## config.mk

```make
export PLATFORM = sky130hd
export DESIGN_NAME = bb_display_scan
export DESIGN_NICKNAME = d
export VERILOG_FILES = /design/src/rtl/bb_display_scan.sv
export SDC_FILE = /design/constraint.sdc
export NUM_CORES = 1
export LEC_CHECK = 0
export BUFFER_PORTS_ARGS = -buffer_cell sky130_fd_sc_hd__clkbuf_2
export CAP_MARGIN = 10
export CORE_MARGIN = 2
export CORE_UTILIZATION = 52
export DETAILED_ROUTE_END_ITERATION = 6
export PLACE_DENSITY = 0.76
export SLEW_MARGIN = 15
export SYNTH_ARGS = -nofsm -noshare
export SYNTH_HDL_FRONTEND = slang
export SYNTH_SLANG_ARGS = --single-unit
export TNS_END_PERCENT = 100
```

## constraint.sdc

```tcl
create_clock -name BB_DISPLAY_SCAN_CLOCK_50 -period 2.5 [get_ports BB_DISPLAY_SCAN_CLOCK_50]
set_clock_uncertainty 0.1 [all_clocks]
set_input_delay 0.125 -clock BB_DISPLAY_SCAN_CLOCK_50 [delete_from_list [all_inputs] [get_ports BB_DISPLAY_SCAN_CLOCK_50]]
set_output_delay 0.125 -clock BB_DISPLAY_SCAN_CLOCK_50 [all_outputs]
set_load 0.01 [all_outputs]
```

## src/rtl/bb_display_scan.sv

```systemverilog
// Eight-digit multiplexed hex display driver for the 32-bit display bus.
// A loaded word is staged and committed only at a frame boundary, so one frame never shows two words.
module bb_display_scan #(
  parameter int                 DATAWIDTH_BUS     = 32,
  parameter int                 PRESCALER_MAX     = 50000,
  parameter int                 PRESCALER_WIDTH   = 16,
  parameter logic [DATAWIDTH_BUS-1:0] DATA_DISPLAY_INIT = 32'h00000000
) (
  input  logic                     BB_DISPLAY_SCAN_CLOCK_50,
  input  logic                     BB_DISPLAY_SCAN_Reset_InHigh,
  input  logic [DATAWIDTH_BUS-1:0] BB_DISPLAY_SCAN_DataBUS_In,
  input  logic                     BB_DISPLAY_SCAN_Load_InHigh,
  input  logic                     BB_DISPLAY_SCAN_Blank_InHigh,
  output logic [6:0]               BB_DISPLAY_SCAN_Seg_Out,
  output logic [7:0]               BB_DISPLAY_SCAN_Anode_Out,
  output logic                     BB_DISPLAY_SCAN_Frame_Out
);

  localparam logic [PRESCALER_WIDTH-1:0] PRE_LAST = PRESCALER_WIDTH'(PRESCALER_MAX - 1);

  logic [PRESCALER_WIDTH-1:0] prescaler_q, prescaler_d;
  logic [2:0]                 digit_idx_q, digit_idx_d;
  logic                       pending_q, pending_d;
  logic [DATAWIDTH_BUS-1:0]   staging_q, staging_d;
  logic [DATAWIDTH_BUS-1:0]   display_q, display_d;
  logic [6:0]                 seg_q, seg_d;
  logic [7:0]                 anode_q, anode_d;
  logic                       frame_q, frame_d;
  logic                       tick;
  logic                       frame_end;
  logic [3:0]                 nibble;

  function automatic logic [6:0] hex_to_seg(input logic [3:0] n);
    case (n)
      4'h0: hex_to_seg = 7'h40;
      4'h1: hex_to_seg = 7'h79;
      4'h2: hex_to_seg = 7'h24;
      4'h3: hex_to_seg = 7'h30;
      4'h4: hex_to_seg = 7'h19;
      4'h5: hex_to_seg = 7'h12;
      4'h6: hex_to_seg = 7'h02;
      4'h7: hex_to_seg = 7'h78;
      4'h8: hex_to_seg = 7'h00;
      4'h9: hex_to_seg = 7'h10;
      4'hA: hex_to_seg = 7'h08;
      4'hB: hex_to_seg = 7'h03;
      4'hC: hex_to_seg = 7'h46;
      4'hD: hex_to_seg = 7'h21;
      4'hE: hex_to_seg = 7'h06;
      default: hex_to_seg = 7'h0E;
    endcase
  endfunction

  always_comb begin
    tick        = (prescaler_q == PRE_LAST);
    frame_end   = tick && (digit_idx_q == 3'd7);
    prescaler_d = tick ? '0 : prescaler_q + 1'b1;
    digit_idx_d = tick ? digit_idx_q + 3'd1 : digit_idx_q;

    // Commit uses the word staged before this edge; a same-edge load re-arms pending.
    display_d = (frame_end && pending_q) ? staging_q : display_q;
    staging_d = BB_DISPLAY_SCAN_Load_InHigh ? BB_DISPLAY_SCAN_DataBUS_In : staging_q;
    pending_d = pending_q;
    if (BB_DISPLAY_SCAN_Load_InHigh) begin
      pending_d = 1'b1;
    end else if (frame_end) begin
      pending_d = 1'b0;
    end

    nibble  = display_q[{digit_idx_q, 2'b00} +: 4];
    seg_d   = BB_DISPLAY_SCAN_Blank_InHigh ? 7'h7F : hex_to_seg(nibble);
    anode_d = BB_DISPLAY_SCAN_Blank_InHigh ? 8'hFF : ~(8'b1 << digit_idx_q);
    frame_d = frame_end;
  end

  always_ff @(posedge BB_DISPLAY_SCAN_CLOCK_50) begin
    if (BB_DISPLAY_SCAN_Reset_InHigh) begin
      prescaler_q <= '0;
      digit_idx_q <= 3'd0;
      pending_q   <= 1'b0;
      staging_q   <= DATA_DISPLAY_INIT;
      display_q   <= DATA_DISPLAY_INIT;
      seg_q       <= 7'h7F;
      anode_q     <= 8'hFF;
      frame_q     <= 1'b0;
    end else begin
      prescaler_q <= prescaler_d;
      digit_idx_q <= digit_idx_d;
      pending_q   <= pending_d;
      staging_q   <= staging_d;
      display_q   <= display_d;
      seg_q       <= seg_d;
      anode_q     <= anode_d;
      frame_q     <= frame_d;
    end
  end

  assign BB_DISPLAY_SCAN_Seg_Out   = seg_q;
  assign BB_DISPLAY_SCAN_Anode_Out = anode_q;
  assign BB_DISPLAY_SCAN_Frame_Out = frame_q;

endmodule
```

==> results.ini, run 1 <==
[power]
p_int_mw=2.23
net-switching-power_uw=650
seq_power_share=0.575
netSwitchingFraction=0.226
power_mw=2.88
p_leak_nw=2.05
power_frac_clock=0.362
p_comb_frac=0.063
powerDensity_nw_per_um2=580
ir_drop_uv=410

[final_layout]
drive_gt1_frac=0.178
n_antenna_cell=0
syn_to_final_growth_pct=20.9
final_cells=618
final_nets=561
design_area_sq_um=4960

[critical_path]
critPathLaunchType=flop
worstPathArrival_ns=2.46
worstRegToRegCells=6
r2r_start=digit_idx_q[0]
end_kind=flop
crit_type=reg2reg
worstPathMaxFanout=7
required_ns=2.60
crit_start=digit_idx_q[0]

[yosys]
synthMostInstantiatedCell=dfxtp_1
synth_edf_count=0
synth_top_area_cell=dfxtp_1
syn_area_sq_um=4100
syn_inst=436
ys_ff_latch=100
ys.flop_type=dfxtp_1
synth_top_cell_area_share=0.488
avgSynthCellArea_sq_um=9.41
synth-async-reset-ratio=0
yosysUniqueCellTypes=41
syn_nets=485
ys_top_cells_by_count=100 x dfxtp_1, 77 x nand2_1, 64 x nor2_1
synth.area.top_cells=dfxtp_1 49%, mux2i_1 9.8%, nand2_1 7.0%
yosys_warnings=0
seq_area_frac_synth=0.488

[global_routing]
grt_usage=0.201
grt_overflow=0
antenna_found_initial=0
grt_pass1_vias=3047
grt_max_degree=66
grt_pass1_wl_microns=14000

[route]
vias_per_cell=5.10
wl_per_cell_microns=13.1
ant_nets=0
via_count=3150
first_iter_violations=128
dr.pass1.iters=4
finalWirelength_microns=8070
drc_errors=0

[clock_tree]
cts_sinks=100
postCtsSetupBuffers=0
clkTransAtPathRegs_ns=0.10
clock_path_buffers=2
insertion_delay_ns=0.37
cts_buffers=9
cts_tree=built
cts-root-buf=clkbuf_8
htreeDepth=3

[timing]
maxSlewViolCount=0
max_freq_mhz=424
min_period_over_period=0.944
setup_tns_ns=0
rsz0062_at_grt=no
setup_ws_ns=0.141
final_hold_viol_count=0
worst_pin_slew_ns=1.08
period_minus_slack_ns=2.36
relSlewSlack=0.282
finalSetupViolCount=0

[place]
port-buffer-count=51
place_hpwl_microns=5290
placed_cells=570
place_ws_ns=-0.0219
placed_area_sq_um=4420
routabilityCongestion=0.805

[min_path]
hold_path_class=in2reg
min_path_cells=3
hp-start=BB_DISPLAY_SCAN_Blank_InHigh

[floorplanning]
die_w_microns=92.8
die_h_microns=92.8
num_io_pins=52
die_area_sq_um=8610
start_util=0.534
row_count=32
core_area_sq_um=7690

[status]
status=finished clean

[run]
maxCapViolations=0

==> stage by stage <==
stage / utilization / hold slack (ns)
3_3_place_gp: 0.575 / 0.259
5_1_grt: 0.645 / 0.0374
6_report: 0.645 / 0.0250
4_1_cts: 0.644 / 0.0138
3_5_place_dp: 0.575 / 0.267
2_1_floorplan: - / 0.172
==> worst paths after layout <==
check | to | slack (ns)
min | BB_DISPLAY_SCAN_Seg_Out[5] | 0.03
max reg2reg | BB_DISPLAY_SCAN_Seg_Out[3] | 0.14
max | BB_DISPLAY_SCAN_Seg_Out[3] | 0.14
min reg2reg | display_q[30] | 0.35
==> registers in the layout, indices dropped and copies added (netlist names) <==
name,count
BB_DISPLAY_SCAN_Anode_Out,8
staging_q,32
digit_idx_q,3
display_q,32
prescaler_q,16
BB_DISPLAY_SCAN_Seg_Out,7
BB_DISPLAY_SCAN_Frame_Out,1
pending_q,1
==> worst max-delay path, cell delays in order (launching register included) <==
cell and delay [ns]:
dfxtp_4 0.41, mux4_1 0.54, mux2_2 0.33, ha_1 0.24, and3_1 0.17, a2111oi_2 0.31, a31oi_1 0.08
==> cell usage in the layout (no fill, tap or decap), types with 3 or more instances in the layout <==
master	instances
clkbuf_8	10
nor2_1	63
clkbuf_2	51
buf_4	7
mux2i_1	39
o21ai_0	3
inv_1	8
a21oi_1	36
mux4_1	5
xnor2_1	8
or2_2	3
nand3_1	13
nand2_1	77
and3_1	4
xor2_1	7
ha_1	13
dlygate4sd3_1	33
dfxtp_1	99
==> area by class of cell <==
type                    count  area, sq um
flip-flops and latches    100         2010
clock buffers              11          141
clock inverters             4         58.8
multi-input cells         302         1960
inverters                   8         30.0
repair buffers             91          638
well taps                 102          128
fillers                   640         2730
==> metal layers <==
metal,track usage,vias up,part of all wire
met5,0,-,0
met1,0.266,1479,0.47
met2,0.327,54,0.48
met3,0.0529,6,0.036
li1,-,1611,-
met4,0.0551,0,0.011
==> power by group through the flow <==
stage	combinational, mW	sequential [mW]	clock [mW]
finish	0.180	1.65	1.04
global route	0.200	1.66	1.13
CTS	0.179	1.66	1.06
detailed placement	0.140	1.69	0
global placement	0.134	1.69	0
floorplan	0.0894	1.69	0
==> repair_timing <==
action                                 4_1_cts  5_1_grt
setup endpoints to repair                    1        1
hold buffers                                33        0
endpoints found under the hold margin       36        0
resized for setup                            1        3
==> logic make-up (layout without fill, tap and decap cells) <==
logic type | after synthesis | in the layout | share of synthesized area
and+or+nand+nor | 176 | 176 | 0.185
DFF | 100 | 100 | 0.488
AOI/OAI and AO/OA | 49 | 49 | 0.0711
muxes | 49 | 49 | 0.146
buffers and inverters | 34 | 114 | 0.0381
xor gates and xnor gates | 15 | 15 | 0.0320
adders and majority gates | 13 | 13 | 0.0397
(Power assumes the default switching activity.)
==> inputs of run 2 (changes only) <==
- CORE_MARGIN: 2 -> unset
==> results.ini, run 2 (synthesized netlist as in run 1, its figures left out) <==
[critical_path]
required_ns=2.61  ; was 2.60 ns
crit_type=reg2reg  ; unchanged
end_kind=flop  ; unchanged
worstPathArrival_ns=2.48  ; was 2.46 ns
critPathLaunchType=flop  ; unchanged
endpoint=BB_DISPLAY_SCAN_Seg_Out[3]  ; unchanged
worstPathMaxFanout=6  ; was 7
rr_endpoint=BB_DISPLAY_SCAN_Seg_Out[3]  ; unchanged
crit_start=digit_idx_q[0]  ; unchanged
worstRegToRegCells=6  ; unchanged
r2r_start=digit_idx_q[0]  ; unchanged
rrSetupSlack_ns=0.13  ; was 0.14 ns

[clock_tree]
cts_buffers=9  ; unchanged
clkTransAtPathRegs_ns=0.10  ; about the same
cts_tree=built  ; unchanged
clock_path_buffers=2  ; unchanged
cts-root-buf=clkbuf_8  ; unchanged
htreeDepth=3  ; unchanged
cts_sinks=100  ; unchanged
insertion_delay_ns=0.37  ; about the same

[status]
status=finished clean  ; unchanged

[route]
first_iter_violations=92  ; was 128
finalWirelength_microns=7920  ; was 8070 microns
drc_errors=0  ; unchanged
dr.pass1.iters=4  ; unchanged
vias_per_cell=5.12  ; was 5.10
via_count=3173  ; was 3150
ant_nets=0  ; unchanged
wl_per_cell_microns=12.8  ; was 13.1 microns

[place]
placed_area_sq_um=4420  ; unchanged
placed_cells=570  ; unchanged
place_hpwl_microns=5260  ; was 5290 microns
routabilityCongestion=0.777  ; was 0.805
place_ws_ns=0.00783  ; was -0.0219 ns
port-buffer-count=51  ; unchanged

[global_routing]
met1_usage=0.242  ; was 0.266
grt_pass1_vias=2971  ; was 3047
grt_overflow=0  ; unchanged
grt_max_degree=66  ; unchanged
met3_usage=0.0471  ; was 0.0529
grt_use_met2=0.348  ; was 0.327
grt_pass1_wl_microns=13400  ; was 14000 microns
grt_usage=0.203  ; was 0.201
antenna_found_initial=0  ; unchanged
gr-max-usage-layer=met2  ; unchanged

[final_layout]
drive_gt1_frac=0.181  ; was 0.178
top_regs=display_q (32), staging_q (32), prescaler_q (16)  ; unchanged
syn_to_final_growth_pct=21.1  ; was 20.9%
final_common_cell=dfxtp_1  ; unchanged
design_area_sq_um=4970  ; was 4960 sq um
fin_util=0.646  ; was 0.645
n_antenna_cell=0  ; unchanged
final_cells=620  ; was 618
final_cell_mix=99 x dfxtp_1, 77 x nand2_1, 63 x nor2_1  ; unchanged
final_nets=562  ; was 561

[timing]
rsz0062_at_grt=no  ; unchanged
worst_pin_slew_ns=1.05  ; was 1.08 ns
setup_ws_ns=0.126  ; was 0.141 ns
min_period_over_period=0.949  ; was 0.944
setup_tns_ns=0  ; unchanged
finalSetupViolCount=0  ; unchanged
max_freq_mhz=421  ; was 424 MHz
maxSlewViolCount=0  ; unchanged
worst_hold_slack_ns=0.355  ; was 0.0250 ns
final_hold_viol_count=0  ; unchanged
period_minus_slack_ns=2.37  ; was 2.36 ns
relSlewSlack=0.300  ; was 0.282

[floorplanning]
row_count=32  ; unchanged
die_area_sq_um=8250  ; was 8610 sq um
num_io_pins=52  ; unchanged
die_h_microns=90.8  ; was 92.8 microns
start_util=0.534  ; unchanged
core_area_sq_um=7690  ; unchanged
die_w_microns=90.8  ; was 92.8 microns

[power]
ir_drop_uv=389  ; was 410 uV
powerDensity_nw_per_um2=582  ; was 580 nW/um^2
p_leak_nw=2.05  ; about the same
power_mw=2.89  ; was 2.88 mW

[min_path]
hold_path_class=reg2reg  ; was in2reg

[run]
maxCapViolations=0  ; unchanged

## run 2: changes by cell type in the layout (fill, tap and decap cells not counted)
cell / change
clkbuf_8: -1
dfxtp_4: -1
clkinv_2: +1
dlygate4sd3_1: +1
clkinvlp_4: +1
clkinv_4: -2
inv_6: +3
dfxtp_2: +1
clkbuf_1: -1
## run 2: where the power goes
group          total [mW]  switching, mW  leakage (nW)  internal (mW)
combinational       0.181         0.0816          1.13         0.0992
clock                1.05          0.575         0.103          0.478
sequential           1.66         0.0228         0.816           1.63
## run 2: critical path, cell delays in order, from the launching register on
cell       delay (ns)
dfxtp_2          0.41
mux4_1           0.57
mux2_2           0.34
ha_1             0.24
and3_1           0.17
a2111oi_2        0.31
a31oi_1          0.08
## run 2: final cells by class
| type | count | area (sq um) |
|---|---|---|
| Fill cell | 652 | 2720 |
| Sequential cell | 100 | 2000 |
| Multi-Input combinational cell | 302 | 1960 |
| Timing Repair Buffer | 92 | 648 |
| Tap cell | 102 | 128 |
| Clock buffer | 9 | 124 |
| Clock inverter | 7 | 80.1 |
| Inverter | 8 | 30.0 |
## run 2: worst min-delay path by stage
stage	startpoint	end	cells past startpoint
final	display_q[20]	display_q[20]	2
after global routing	display_q[2]	display_q[2]	2
after CTS	display_q[20]	display_q[20]	2
after detailed placement	BB_DISPLAY_SCAN_DataBUS_In[31]	staging_q[31]	3
after global placement	BB_DISPLAY_SCAN_DataBUS_In[31]	staging_q[31]	3
after floorplan	BB_DISPLAY_SCAN_DataBUS_In[0]	staging_q[0]	2
## run 2: repair_timing
action,in CTS,in global routing
hold buffers,34,0
setup buffers,0,0
endpoints found under the setup margin,1,1
endpoints found under the hold margin,42,0
gates resized for setup,1,2
## run 2: layer usage
metal  wire length (microns)  share of wire
met1                    3620           0.46
met2                    3920           0.50
met3                     272          0.034
met4                     107          0.014
met5                       0              0
